**config.mk**
```make
export PLATFORM = sky130hd
export DESIGN_NAME = fir_mac_sequencer
export DESIGN_NICKNAME = d
export VERILOG_FILES = /design/src/rtl/fir_mac_sequencer.sv
export SDC_FILE = /design/constraint.sdc
export NUM_CORES = 1
export LEC_CHECK = 0
export BUFFER_PORTS_ARGS = -buffer_cell sky130_fd_sc_hd__buf_2
export CAP_MARGIN = 20
export CORE_MARGIN = 1.5
export CORE_UTILIZATION = 50
export DETAILED_ROUTE_END_ITERATION = 16
export PLACE_DENSITY = 0.64
export REMOVE_ABC_BUFFERS = 1
export SYNTH_ARGS = -nofsm -noshare
export SYNTH_HDL_FRONTEND = slang
export SYNTH_SLANG_ARGS = --single-unit
```
**constraint.sdc**
```tcl
create_clock -name clk -period 13 [get_ports clk]
set_clock_uncertainty 0.15 [all_clocks]
set_input_delay 0.65 -clock clk [delete_from_list [all_inputs] [get_ports clk]]
set_output_delay 0.65 -clock clk [all_outputs]
set_load 0.01 [all_outputs]
```
**src/rtl/fir_mac_sequencer.sv**
```systemverilog
// Time-multiplexed FIR: one sample per handshake, a single shared MAC walks all taps,
// and the result is held on a valid/ready output until the sink takes it.
module fir_mac_sequencer #(
  parameter int TAPS = 8,
  parameter int DW = 16,
  parameter int CW = 16,
  localparam int KW = $clog2(TAPS),
  localparam int AW = DW + CW + KW
) (
  input  logic          clk,
  input  logic          rst_n,
  input  logic          coef_we,
  input  logic [KW-1:0] coef_addr,
  input  logic [CW-1:0] coef_data,
  output logic          coef_busy,
  input  logic          flush,
  input  logic          in_valid,
  output logic          in_ready,
  input  logic [DW-1:0] in_data,
  output logic          out_valid,
  input  logic          out_ready,
  output logic [AW-1:0] out_data,
  output logic [1:0]    dbg_state
);

  typedef enum logic [1:0] {
    S_IDLE = 2'd0,
    S_MAC  = 2'd1,
    S_DONE = 2'd2
  } state_t;

  state_t                r_state;
  state_t                w_next_state;
  logic signed [CW-1:0]  r_coef [TAPS];
  logic signed [DW-1:0]  r_buf  [TAPS];
  logic [KW-1:0]         r_wr_ptr;
  logic [KW-1:0]         r_k;
  logic [AW-1:0]         r_acc;
  logic [AW-1:0]         r_out_data;

  logic                  w_accept;
  logic                  w_coef_wr;
  logic                  w_flush_now;
  logic                  w_mac_last;
  logic                  w_release;
  logic [KW-1:0]         w_rd_idx;
  logic signed [DW+CW-1:0] w_prod;
  logic [AW-1:0]         w_prod_ext;
  logic [AW-1:0]         w_acc_next;

  // Handshakes: a transfer happens on a rising edge where both valid and ready are
  // high; valid never depends on ready, and in_ready is only offered in IDLE without flush.
  always_ff @(posedge clk or negedge rst_n) begin
    if (!rst_n) r_state <= S_IDLE;
    else        r_state <= w_next_state;
  end

  always_comb begin
    w_next_state = r_state;
    w_accept     = 1'b0;
    w_coef_wr    = 1'b0;
    w_flush_now  = 1'b0;
    w_mac_last   = 1'b0;
    w_release    = 1'b0;
    case (r_state)
      S_IDLE: begin
        w_coef_wr = coef_we;
        if (flush) begin
          w_flush_now = 1'b1;
        end else if (in_valid) begin
          w_accept     = 1'b1;
          w_next_state = S_MAC;
        end
      end
      S_MAC: begin
        if (r_k == KW'(TAPS - 1)) begin
          w_mac_last   = 1'b1;
          w_next_state = S_DONE;
        end
      end
      S_DONE: begin
        if (out_ready) begin
          w_release    = 1'b1;
          w_next_state = S_IDLE;
        end
      end
      default: w_next_state = S_IDLE;
    endcase
  end

  // Tap k pairs with the sample k steps older than the newest one at wr_ptr.
  assign w_rd_idx   = r_wr_ptr - r_k;
  assign w_prod     = r_coef[r_k] * r_buf[w_rd_idx];
  assign w_prod_ext = {{KW{w_prod[DW+CW-1]}}, w_prod};
  assign w_acc_next = r_acc + w_prod_ext;

  always_ff @(posedge clk or negedge rst_n) begin
    if (!rst_n) begin
      for (int i = 0; i < TAPS; i++) begin
        r_coef[i] <= '0;
        r_buf[i]  <= '0;
      end
      r_wr_ptr   <= '0;
      r_k        <= '0;
      r_acc      <= '0;
      r_out_data <= '0;
    end else begin
      if (w_coef_wr) r_coef[coef_addr] <= coef_data;
      if (w_flush_now) begin
        for (int i = 0; i < TAPS; i++) r_buf[i] <= '0;
        r_wr_ptr <= '0;
      end else if (w_accept) begin
        r_buf[r_wr_ptr] <= in_data;
        r_acc           <= '0;
        r_k             <= '0;
      end
      if (r_state == S_MAC) begin
        r_acc <= w_acc_next;
        r_k   <= r_k + 1'b1;
        if (w_mac_last) r_out_data <= w_acc_next;
      end
      if (w_release) r_wr_ptr <= r_wr_ptr + 1'b1;
    end
  end

  assign coef_busy = (r_state != S_IDLE);
  assign in_ready  = (r_state == S_IDLE) && !flush;
  assign out_valid = (r_state == S_DONE);
  assign out_data  = r_out_data;
  // dbg_state encoding: 0 = IDLE, 1 = MAC, 2 = DONE.
  assign dbg_state = r_state;

endmodule
```
**Yosys cells after proc, flatten, opt, wreduce, memory -nomap -nowiden**

Index checks and enable logic that the tools add are counted.

- Register bits after elaboration: 334
- Output and inout bits: 40

- $add $sub $neg: 4
- $mul: 1
- Magnitude comparators: 6
- Eq/ne operators: 8
- Muxes and demuxes: 37
- Bitwise gates (word level): 4
- Reduce and logical (&&, ||, !) cells: 12

Operators with widths:

| operator | number |
|---|---|
| bitwise mux 128 bit | 2 |
| 2-to-1 mux 128 bit | 2 |
| 2-to-1 mux 35 bit | 3 |
| binary-select mux 16 bit (select 3 bit) | 2 |
| demux 16 bit (select 3 bit) | 2 |
| 2-to-1 mux 16 bit | 6 |
| adder 35 bit | 1 |
| multiplier 16 x 16 -> 32 bit | 1 |
| greater-or-equal comparator 4 bit, second input constant | 4 |
| inverter 3 -> 4 bit | 4 |
| 2-to-1 mux 3 bit | 5 |
| 2-to-1 mux 1 bit | 10 |
| < comparator 4 x 1 -> 1 bit, second input constant | 2 |
| 2-to-1 mux 2 bit | 4 |
| nonzero test 2 bit | 4 |
| adder 3 x 1 -> 3 bit, second input constant | 2 |
| inequality test 2 bit, second input constant | 3 |
| case mux 2 bit (3 select lines) | 1 |
| inequality test 2 x 1 -> 1 bit, second input constant | 2 |
| AND reduction 2 bit | 2 |
| AND reduction 4 bit | 1 |
| == test 3 bit, second input constant | 1 |
| logical AND 1 bit | 3 |
| subtractor 3 bit | 1 |
| 4 further kinds | 4 |

**Depth between registers and ports, before layout**

Gate-level depths: netlist of the first run.

- Depth after elaboration: 8
- Mapped depth: 44

**Worst setup path before layout of the first run**

No wires, ideal clock.

- Path type: register to register
- Start point: register r_k[1]
- End point: register r_out_data[34] (netlist: out_data[34])
- Setup time: 0.135 ns
- Data arrival time: 10.689 ns
- Slack: 2.026 ns
- Cell stages (with the launch flop): 43
- Buffers on the path: 5
- Period minus slack after synthesis: 10.974 ns
- Path through: dfrtp_1 > clkbuf_1 > buf_1 > buf_1 > inv_1 > fa_1 > xor2_1 > xnor2_1 > clkbuf_1 > mux4_2 > mux2i_1 > clkbuf_1 > nor2_1 > fa_1 > inv_1 > fa_1 > fa_1 > fa_1 > (+7 left out) > or3_1 > a31oi_1 > o21ai_1 > nor2b_1 > a21o_1 > a21oi_1 > xnor2_1 > ha_1 > a2111oi_0 > o21ai_0 > o21ai_0 > o2bb2ai_1 > a41oi_2 > o221a_2 > o2111a_1 > xor2_2 > xnor2_1 > o21ai_1

- Word-level cells in the longest chain between the ends: 7
- Elaborated cells on any way between the ends: 15
- Classes of those cells: add/sub (2); mul (1); eq/ne (1); mux (8); bitwise (2); reduce/logical (1)

RTL lines:

| element | line | text |
|---|---|---|
| start, declared | 37 | `logic [KW-1:0] r_k;` |
| start signal, assigned | 119 | `r_k <= r_k + 1'b1;` |
| subtractor 3 bit | 92 | `assign w_rd_idx = r_wr_ptr - r_k;` |
| inverter 3 -> 4 bit (not written as such) | 93 | `assign w_prod = r_coef[r_k] * r_buf[w_rd_idx];` |
| binary-select mux 16 bit (select 3 bit) | 93 |  |
| 2-to-1 mux 16 bit (not written as such) (2 in series) | 93 |  |
| multiplier 16 x 16 -> 32 bit | 93 |  |
| adder 35 bit | 95 | `assign w_acc_next = r_acc + w_prod_ext;` |
| end signal, assigned | 120 | `if (w_mac_last) r_out_data <= w_acc_next;` |
| end, declared | 39 | `logic [AW-1:0] r_out_data;` |

Parallel ways exist; a longest one is shown, timed or not. The select of a mux whose other input is x is not followed.
A chain may end at the register's enable or synchronous reset.

**Worst setup path in the final report of the first run**

- Start point: register r_wr_ptr[0]
- End point: register r_out_data[34] (netlist: out_data[34])

- Word-level cells in the longest chain between the ends: 7

RTL lines:

| element | line | text |
|---|---|---|
| start, declared | 36 | `logic [KW-1:0] r_wr_ptr;` |
| start signal, assigned | 122 | `if (w_release) r_wr_ptr <= r_wr_ptr + 1'b1;` |
| subtractor 3 bit | 92 |  |
| inverter 3 -> 4 bit (not written as such) | 93 |  |
| binary-select mux 16 bit (select 3 bit) | 93 |  |
| 2-to-1 mux 16 bit (not written as such) (2 in series) | 93 |  |
| multiplier 16 x 16 -> 32 bit | 93 |  |
| adder 35 bit | 95 |  |

No other way between the ends. The select of a mux whose other input is x is not followed.

==> flow_metrics.env, run 1 <==
export IMPL_final_common_cell="nand2_1"
export IMPL_dpl_hpwl_um=45200
export IMPL_hp_class="in -> async"
export IMPL_cts_tree="yes"
export IMPL_synth_edf_count=0
export IMPL_firstDrtPassIters=5
export IMPL_grt_pass1_wl_um=102000
export IMPL_r2r_end="out_data[34]"
export IMPL_cts_root_buf="clkbuf_16"
export IMPL_drc=0
export IMPL_rsz0062_at_grt="no"
export IMPL_maxCapViolCount=0
export IMPL_synth_async_reset_ratio=1.00
export IMPL_fp_dieArea_um2=53700
export IMPL_area_growth_pct=9.03
export IMPL_ant_nets=0
export IMPL_initial_core_util=0.508
export IMPL_vias_per_cell=5.64
export IMPL_p_per_area_nw_per_um2=213
export IMPL_critPathLaunchType="flip-flop"
export IMPL_power_leakage_nw=13.9
export IMPL_cpMostUsedCell="fa_1"
export IMPL_first_iter_violations=1115
export IMPL_cp_end_kind="flip-flop"
export IMPL_antennaDiodeCount=0
export IMPL_ys_seq_elements=334
export IMPL_fmax_ghz=0.0907
export IMPL_peakVddDrop_uv=153
export IMPL_die_h_um=232
export IMPL_htree_num_levels=2
export IMPL_most_common_layout_cells="nand2_1, dfrtp_1, inv_1"
export IMPL_setup_viol=0
export IMPL_timing_rr_start="r_wr_ptr[0]"
export IMPL_r2r_cells=39
export IMPL_clk_pin_slew_ps=60
export IMPL_cp_arrival_ps=11280
export IMPL_tightest_slew_ps=1120
export IMPL_drive_gt1_frac=0.173
export IMPL_rows=83
export IMPL_synth_area_um2=26100
export IMPL_grt_pass1_vias=19600
export IMPL_wl_per_cell_um=19.2
export IMPL_period_needed_ps=11030
export IMPL_placed_cells=3191
export IMPL_path_class="reg -> reg"
export IMPL_antenna_found_initial=3
export IMPL_synthCells=2515
export IMPL_synth_warnings=0
export IMPL_cts_resized=0
export IMPL_crit_fanout=32
export IMPL_cts_sinks=334
export IMPL_grt_start_max_net_pins=159
export IMPL_crit_slowest_cell="fa_1"
export IMPL_status="complete, but fails checks"
export IMPL_cpPeakStageDelay_ps=570
export IMPL_r2r_setup_slack_ps=1970
export IMPL_fin_util=0.553
export IMPL_clockBufferDepth=3
export IMPL_period_share=0.848
export IMPL_maxSlewHeadroom=0.250
export IMPL_synth_ff_type="dfrtp_1"
export IMPL_ios=81
export IMPL_violations="hold timing"
export IMPL_worst_skew_pair_late_latency_ps=560
export IMPL_critPathRequiredTime_ps=13250
export IMPL_vias=18400
export IMPL_coreArea_um2=51500
export IMPL_nets=2982
export IMPL_cts_setup_buffers=0
export IMPL_fp_dieW_um=232
export IMPL_hold_violations=29
export IMPL_fin_cells=3264
export IMPL_numCtsBuffers=39
export IMPL_routabilityCongestion=0.893
export IMPL_ys_types=67
export IMPL_ctsHoldBuffers=0
export IMPL_slew_viol_final=0
export IMPL_wirelength_um=62800
export IMPL_numPortBuffers=80
export IMPL_timing_hold_ws_ps=-35.8
export IMPL_grt_usage=0.243
export IMPL_synth_seq_area_share=0.320
export IMPL_setup_tns_ps=0
export IMPL_grt_ovfl_total=0
export IMPL_synth_avg_cell_area_um2=10.4
==> synth_stat cells, drive strengths merged (17+ instances only) <==
| library cell | instances | share of area |
|---|---|---|
| fa | 264 | 0.20 |
| a21o | 24 | 0.0069 |
| nand2b | 25 | 0.0060 |
| xor2 | 20 | 0.0070 |
| mux4 | 64 | 0.055 |
| nand3 | 24 | 0.0046 |
| a21oi | 153 | 0.029 |
| nand2 | 410 | 0.059 |
| mux2i | 26 | 0.010 |
| nor2 | 153 | 0.022 |
| clkbuf | 87 | 0.013 |
| inv | 323 | 0.046 |
| and2 | 17 | 0.0041 |
| a22o | 31 | 0.010 |
| xnor2 | 47 | 0.016 |
| buf | 26 | 0.0053 |
| mux2 | 177 | 0.076 |
| ha | 123 | 0.059 |
| o21ai | 59 | 0.011 |
| dfrtp | 334 | 0.32 |
==> flip-flops by register name, indices dropped and copies added, names as in the netlist <==
signal     cells
dbg_state      2
r_acc         35
r_buf        128
r_k            3
out_data      35
r_coef       128
r_wr_ptr       3
==> layer usage <==
metal | global-route usage | wire (µm) | share of wire | vias to the layer above
li1 | - | - | - | 8292
met1 | 0.309 | 25300 | 0.40 | 9475
met2 | 0.421 | 32200 | 0.51 | 487
met3 | 0.0356 | 2980 | 0.047 | 148
met4 | 0.0931 | 2250 | 0.036 | 6
met5 | 0 | 39 | 0.00062 | -
==> critical path: cells and delay by family, from the launching register on <==
family                     cells  cell delay (ps)
buffers and inverters          6              790
AOI/OAI and AO/OA             13             2860
and+or+nand+nor                3              670
xor gates and xnor gates       5              800
DFF                            1              530
muxes                          2              980
adders and majority gates     10             4020
==> logic make-up after synthesis <==
| logic type | after synthesis | share of synthesized area |
|---|---|---|
| flip-flops | 334 | 0.320 |
| AO/OA/AOI/OAI | 328 | 0.0783 |
| XOR/XNOR | 67 | 0.0227 |
| adder cells (fa/ha/maj) | 387 | 0.261 |
| buffers and inverters | 436 | 0.0644 |
| AND/OR/NAND/NOR | 696 | 0.113 |
| multiplexers | 267 | 0.141 |
==> metrics by stage <==
stage | hold slack, ps | worst slack [ps] | area [µm²] | power (W)
3_5_place_dp | 326 | 2060 | 27200 | 0.00503
2_1_floorplan | 204 | 461 | 25700 | 0.00398
6_report | -35.8 | 1970 | 28500 | 0.00608
3_3_place_gp | 308 | 2210 | 27200 | 0.00495
5_1_grt | 17.7 | 1220 | 28500 | 0.00655
4_1_cts | 3.78 | 2040 | 28500 | 0.00613
==> report_power, final <==
part	internal (W)	switching, W
logic	0.00142	0.00208
clock network	0.000624	0.000448
registers	0.00135	0.000158
==> worst max-delay path by stage <==
stage / from / to / slack [ps] / cells past startpoint
after floorplan: r_k[0] / out_data[34] / 460 / 38
after global placement: r_wr_ptr[0] / out_data[34] / 2210 / 39
after detailed placement: r_wr_ptr[0] / out_data[34] / 2060 / 39
after CTS: r_wr_ptr[0] / out_data[34] / 2040 / 39
after global routing: r_wr_ptr[0] / out_data[34] / 1220 / 39
final: r_wr_ptr[0] / out_data[34] / 1970 / 39
==> final cells by class <==
type / instances / area (µm²)
clock inverter: 15 / 133
clock buffer: 56 / 1120
timing repair buffer: 111 / 671
tap: 680 / 851
fill: 4563 / 23000
multi-input combinational: 1745 / 16200
inverter: 323 / 1210
sequential: 334 / 8360
(Power assumes the default switching activity.)
==> run 2: changes to the inputs <==
==> constraint.sdc (replaced) <==
create_clock -name clk -period 11.4 [get_ports clk]
set_clock_uncertainty 0.15 [all_clocks]
set_input_delay 0.57 -clock clk [delete_from_list [all_inputs] [get_ports clk]]
set_output_delay 0.57 -clock clk [all_outputs]
set_load 0.01 [all_outputs]
==> run 2 against run 1 <==
Against the previous run:
- the flow now finishes without violations
- sequential power increased by 15%
- worst setup slack got worse by 1300 ps
- first-iteration DRC count rose by 3.2%
- highest routed layer unchanged
- hold slack better by 110 ps
- combinational power up 16%
- critical endpoint unchanged
- non-clock buffer count increased by 13
- clock power rose by 21%
- die area unchanged
==> flow_metrics.env, run 2 (synthesis gave the netlist of run 1 again) <==
export IMPL_cts_sinks=334
export IMPL_antenna_found_initial=2
export IMPL_crit_family="adder cells"
export IMPL_top_layer="met5"
export IMPL_cts_tree="yes"
export IMPL_timing_final_ws_setup_ps=700
export IMPL_r2r_cells=39
export IMPL_cp_end_kind="flip-flop"
export IMPL_grt_usage=0.250
export IMPL_p_per_area_nw_per_um2=247
export IMPL_grt_start_max_net_pins=116
export IMPL_status="complete, no violations"
export IMPL_drc=0
export IMPL_period_needed_ps=10700
export IMPL_period_share=0.939
export IMPL_rows=83
export IMPL_grt_pass1_wl_um=104000
export IMPL_min_to="dbg_state[1]"
export IMPL_crit_fanout=16
export IMPL_area_growth_pct=9.76
export IMPL_min_from="out_ready"
export IMPL_crit_slowest_cell="fa_1"
export IMPL_hold_violations=0
export IMPL_numPortBuffers=80
export IMPL_initial_core_util=0.508
export IMPL_p_clk_frac=0.184
export IMPL_dpl_hpwl_um=46400
export IMPL_worst_skew_pair_late_latency_ps=590
export IMPL_fmax_ghz=0.0935
export IMPL_clockBufferDepth=3
export IMPL_maxSlewHeadroom=0.246
export IMPL_vias_per_cell=5.58
export IMPL_cp_arrival_ps=10980
export IMPL_p_int_w=0.00397
export IMPL_nets=2995
export IMPL_ant_nets=0
export IMPL_most_common_layout_cells="nand2_1, dfrtp_1, inv_1"
export IMPL_cp_num_buf_inv=6
export IMPL_final_common_cell="nand2_1"
export IMPL_switching_share=0.439
export IMPL_cpMostUsedCell="fa_1"
export IMPL_power_leakage_nw=14.0
export IMPL_htree_num_levels=2
export IMPL_routabilityCongestion=0.899
export IMPL_fp_dieW_um=232
export IMPL_n_fill_cell=4559
export IMPL_cts_root_buf="clkbuf_16"
export IMPL_rsz0062_at_grt="no"
export IMPL_r2r_end="out_data[34]"
export IMPL_die_h_um=232
export IMPL_drive_gt1_frac=0.177
export IMPL_slew_viol_final=0
export IMPL_timing_hold_ws_ps=77.0
export IMPL_placed_cells=3203
export IMPL_setup_viol=0
export IMPL_fp_dieArea_um2=53700
export IMPL_dr_wl_met2_um=33100
export IMPL_dr_wl_met3_um=3110
export IMPL_maxCapViolCount=0
export IMPL_holdPathStages=2
export IMPL_timing_rr_start="r_wr_ptr[0]"
export IMPL_reg_top3="r_buf x128, r_coef x128"
export IMPL_wl_per_cell_um=19.7
export IMPL_vias=18300
export IMPL_comb_power_share=0.572
export IMPL_grt_ovfl_total=0
export IMPL_critPathRequiredTime_ps=11680
export IMPL_numCtsBuffers=39
export IMPL_seqPwrFrac=0.244
export IMPL_first_iter_violations=1151
export IMPL_ios=81
export IMPL_p_sw_w=0.00311
export IMPL_place_ws_ps=651
export IMPL_firstDrtPassIters=5
export IMPL_antennaDiodeCount=0
export IMPL_cts_setup_buffers=0
export IMPL_path_class="reg -> reg"
export IMPL_fin_util=0.557
export IMPL_tightest_slew_ps=1130
export IMPL_peakVddDrop_uv=262
export IMPL_wirelength_um=64500
export IMPL_m1WireLength_um=26000
export IMPL_clk_pin_slew_ps=60
export IMPL_hp_class="in -> reg"
export IMPL_cpPeakStageDelay_ps=590
export IMPL_grt_pass1_vias=19400
export IMPL_fin_cells=3276
export IMPL_r2r_setup_slack_ps=700
export IMPL_critPathLaunchType="flip-flop"
export IMPL_coreArea_um2=51500
-- run 2: cell types whose count changed in the layout (fill, tap and decap cells not counted), moves of 2 or more --
cell	delta
buf_6	+2
clkinv_2	-2
bufinv_16	+2
buf_8	-2
buf_4	+12
-- run 2: how the worst max path moves through the flow --
stage,slack [ps],startpoint,to,cells past startpoint
floorplan,-1140,r_k[0],out_data[34],38
global placement,810,r_wr_ptr[0],out_data[34],41
detailed placement,650,r_wr_ptr[0],out_data[34],41
CTS,640,r_wr_ptr[0],out_data[34],41
global route,100,r_wr_ptr[0],out_data[33],39
finish,700,r_wr_ptr[0],out_data[34],39
-- run 2: per-stage QoR --
step           setup TNS [ps]  power [W]  instance area [µm²]
6_report                    0    0.00708                28700
4_1_cts                     0    0.00714                28700
5_1_grt                     0    0.00761                28700
3_5_place_dp                0    0.00581                27300
3_3_place_gp                0    0.00570                27300
2_1_floorplan          -26700    0.00454                25700
-- run 2: power by group through the flow --
stage	registers [W]	logic [W]	clock network [W]
2_1_floorplan	0.00176	0.00278	0
3_3_place_gp	0.00172	0.00398	0
3_5_place_dp	0.00175	0.00406	0
4_1_cts	0.00173	0.00408	0.00133
5_1_grt	0.00177	0.00446	0.00138
6_report	0.00173	0.00405	0.00130
-- run 2: metal layers --
metal | track usage | vias to the layer above
li1 | - | 8348
met1 | 0.315 | 9313
met2 | 0.433 | 471
met3 | 0.0374 | 132
met4 | 0.0962 | 4
met5 | 0 | -
-- run 2: worst register-to-register path: cells and delay by family (launching register included) --
kind	cells	cell delay (ps)
muxes	2	770
DFF	1	530
and+or+nand+nor	3	700
buffers and inverters	6	670
AOI/OAI and AO/OA	13	2790
adders and majority gates	10	4090
xor gates and xnor gates	5	870
-- run 2: what timing repair did --
| action | in CTS | in global routing |
|---|---|---|
| resized for setup | 0 | 1 |
| endpoints found under the setup margin | 0 | 1 |
| hold buffers | 1 | 0 |
| hold endpoints to repair | 68 | 0 |
-- run 2: final cells by class --
cell class | instances | area, µm² | area share
Clock buffer | 56 | 1130 | 0.0394
Timing Repair Buffer | 124 | 771 | 0.0269
Inverter | 323 | 1210 | 0.0422
Clock inverter | 14 | 208 | 0.00724
Sequential cell | 334 | 8360 | 0.291
Tap cell | 680 | 851 | 0.0296
Multi-Input combinational cell | 1745 | 16200 | 0.563
==> run 3: changes to the inputs <==
==> constraint.sdc (replaced) <==
create_clock -name clk -period 11.1 [get_ports clk]
set_clock_uncertainty 0.15 [all_clocks]
set_input_delay 0.555 -clock clk [delete_from_list [all_inputs] [get_ports clk]]
set_output_delay 0.555 -clock clk [all_outputs]
set_load 0.01 [all_outputs]
==> run 3 against run 2 <==
Against the previous run:
- via count is 0.93% higher
- critical path type unchanged
- sequential share of layout area is 0.073 points higher
- cell count barely moved
- largest power group unchanged
- highest routed layer unchanged
- hold slack got worse by 24 ps
- non-clock buffer count rose by 10
- worst setup slack worse by 240 ps
- wire length increased by 1.6%
==> flow_metrics.env, run 3 (synthesis gave the netlist of run 1 again) <==
export IMPL_min_from="out_ready"
export IMPL_vias_per_cell=5.62
export IMPL_ff_latch_area_um2=8360
export IMPL_vias=18400
export IMPL_period_needed_ps=10640
export IMPL_final_area_um2=28600
export IMPL_die_h_um=232
export IMPL_multi_input_area_um2=16200
export IMPL_final_common_cell="nand2_1"
export IMPL_initial_core_util=0.508
export IMPL_slew_viol_final=0
export IMPL_cpMostUsedCell="fa_1"
export IMPL_setup_tns_ps=0
export IMPL_rows=83
export IMPL_drive_gt1_frac=0.178
export IMPL_maxSlewHeadroom=0.258
export IMPL_drc=0
export IMPL_routabilityCongestion=0.912
export IMPL_timing_rr_start="r_wr_ptr[0]"
export IMPL_p_per_area_nw_per_um2=252
export IMPL_antenna_found_initial=2
export IMPL_firstDrtPassIters=5
export IMPL_cts_root_buf="clkbuf_16"
export IMPL_dpl_hpwl_um=47800
export IMPL_clk_pin_slew_ps=60
export IMPL_tightest_slew_ps=1110
export IMPL_reg_top3="r_buf x128, r_coef x128"
export IMPL_period_share=0.959
export IMPL_cpPeakStageDelay_ps=560
export IMPL_place_ws_ps=294
export IMPL_crit_slowest_cell="fa_1"
export IMPL_critPathLaunchType="flip-flop"
export IMPL_critPathRequiredTime_ps=11380
export IMPL_grt_pass1_wl_um=105000
export IMPL_status="complete, no violations"
export IMPL_first_iter_violations=1266
export IMPL_nets=3003
export IMPL_place_area_um2=27400
export IMPL_hold_violations=0
export IMPL_cts_tree="yes"
export IMPL_numPortBuffers=80
export IMPL_crit_start="r_wr_ptr[0]"
export IMPL_hp_class="in -> reg"
export IMPL_numCtsBuffers=37
export IMPL_antennaDiodeCount=0
export IMPL_cts_sinks=334
export IMPL_clockBufferDepth=3
export IMPL_fp_dieW_um=232
export IMPL_timing_final_ws_setup_ps=460
export IMPL_maxCapViolCount=0
export IMPL_ant_nets=0
export IMPL_wirelength_um=65600
export IMPL_grt_start_max_net_pins=87
export IMPL_fp_dieArea_um2=53700
export IMPL_fmax_ghz=0.0940
export IMPL_wl_per_cell_um=20.0
export IMPL_n_fill_cell=4549
export IMPL_setup_viol=0
export IMPL_ios=81
export IMPL_crit_fanout=12
export IMPL_finalPower_w=0.00721
export IMPL_cp_arrival_ps=10920
export IMPL_grt_ovfl_total=0
export IMPL_most_common_layout_cells="nand2_1, dfrtp_1, inv_1"
export IMPL_path_class="reg -> reg"
export IMPL_worst_skew_pair_late_latency_ps=570
export IMPL_grt_pass1_vias=19300
export IMPL_cp_end_kind="flip-flop"
export IMPL_peakVddDrop_uv=177
export IMPL_power_leakage_nw=14.0
export IMPL_coreArea_um2=51500
export IMPL_grt_usage=0.253
export IMPL_htree_num_levels=2
export IMPL_area_growth_pct=9.50
-- run 3: cell types whose count changed in the layout (fill, tap and decap cells not counted), moves of 2 or more --
cell,before,now
buf_4,40,50
buf_8,1,3
clkbuf_8,9,6
clkinv_4,2,0
-- run 3: worst max-delay path: cells and delay by family (launching register included) --
kind / cells / cell delay [ps]
fa+ha+maj: 10 / 4160
compound gates: 13 / 2540
buf+inv: 9 / 1050
xor+xnor: 5 / 940
simple gates: 3 / 670
flops: 1 / 490
mux: 2 / 480
-- run 3: where the power goes --
part / switching (W) / internal [W] / leakage [nW]
registers: 0.000189 / 0.00159 / 4.39
clock network: 0.000512 / 0.000717 / 0.587
logic: 0.00250 / 0.00171 / 9.01
-- run 3: layout make-up --
class	count	area share
clock inverters	9	0.00424
inverters	323	0.0423
multi-input cells	1745	0.565
flip-flops and latches	334	0.292
clock buffers	53	0.0373
repair buffers	134	0.0292
well taps	680	0.0297
-- run 3: path summary, 6_finish.rpt --
kind	end	slack, ps	cells after the start
setup / recovery	out_data[34]	460	42
hold / removal	dbg_state[1]	50	2
setup reg to reg	out_data[34]	460	42
hold reg to reg	out_data[29]	330	2
max in group asynchronous	r_buf[26]	8220	4
min in group asynchronous	r_acc[3]	440	2
-- run 3: routing by layer --
metal  vias to the layer above  routed length [µm]  global-route usage
met4                         4                1750              0.0887
met5                         -                  21                   0
li1                       8345                   -                   -
met1                      9447               26700               0.329
met3                       122                4010              0.0405
met2                       520               33100               0.431
-- run 3: stage by stage --
step                      std cells  hold slack (ps)   util
after floorplan                2402              109      -
after global placement         3212              310  0.531
after detailed placement       3213              321  0.532
after CTS                      3276             39.0  0.555
after global routing           3278             92.7  0.556
final                          3278             52.7  0.556
-- run 3: repair_timing --
item / CTS / global route
setup buffers: 0 / 1
endpoints found under the setup margin: 0 / 15
gates resized for setup: 0 / 6
hold buffers: 1 / 0
endpoints found under the hold margin: 83 / 0
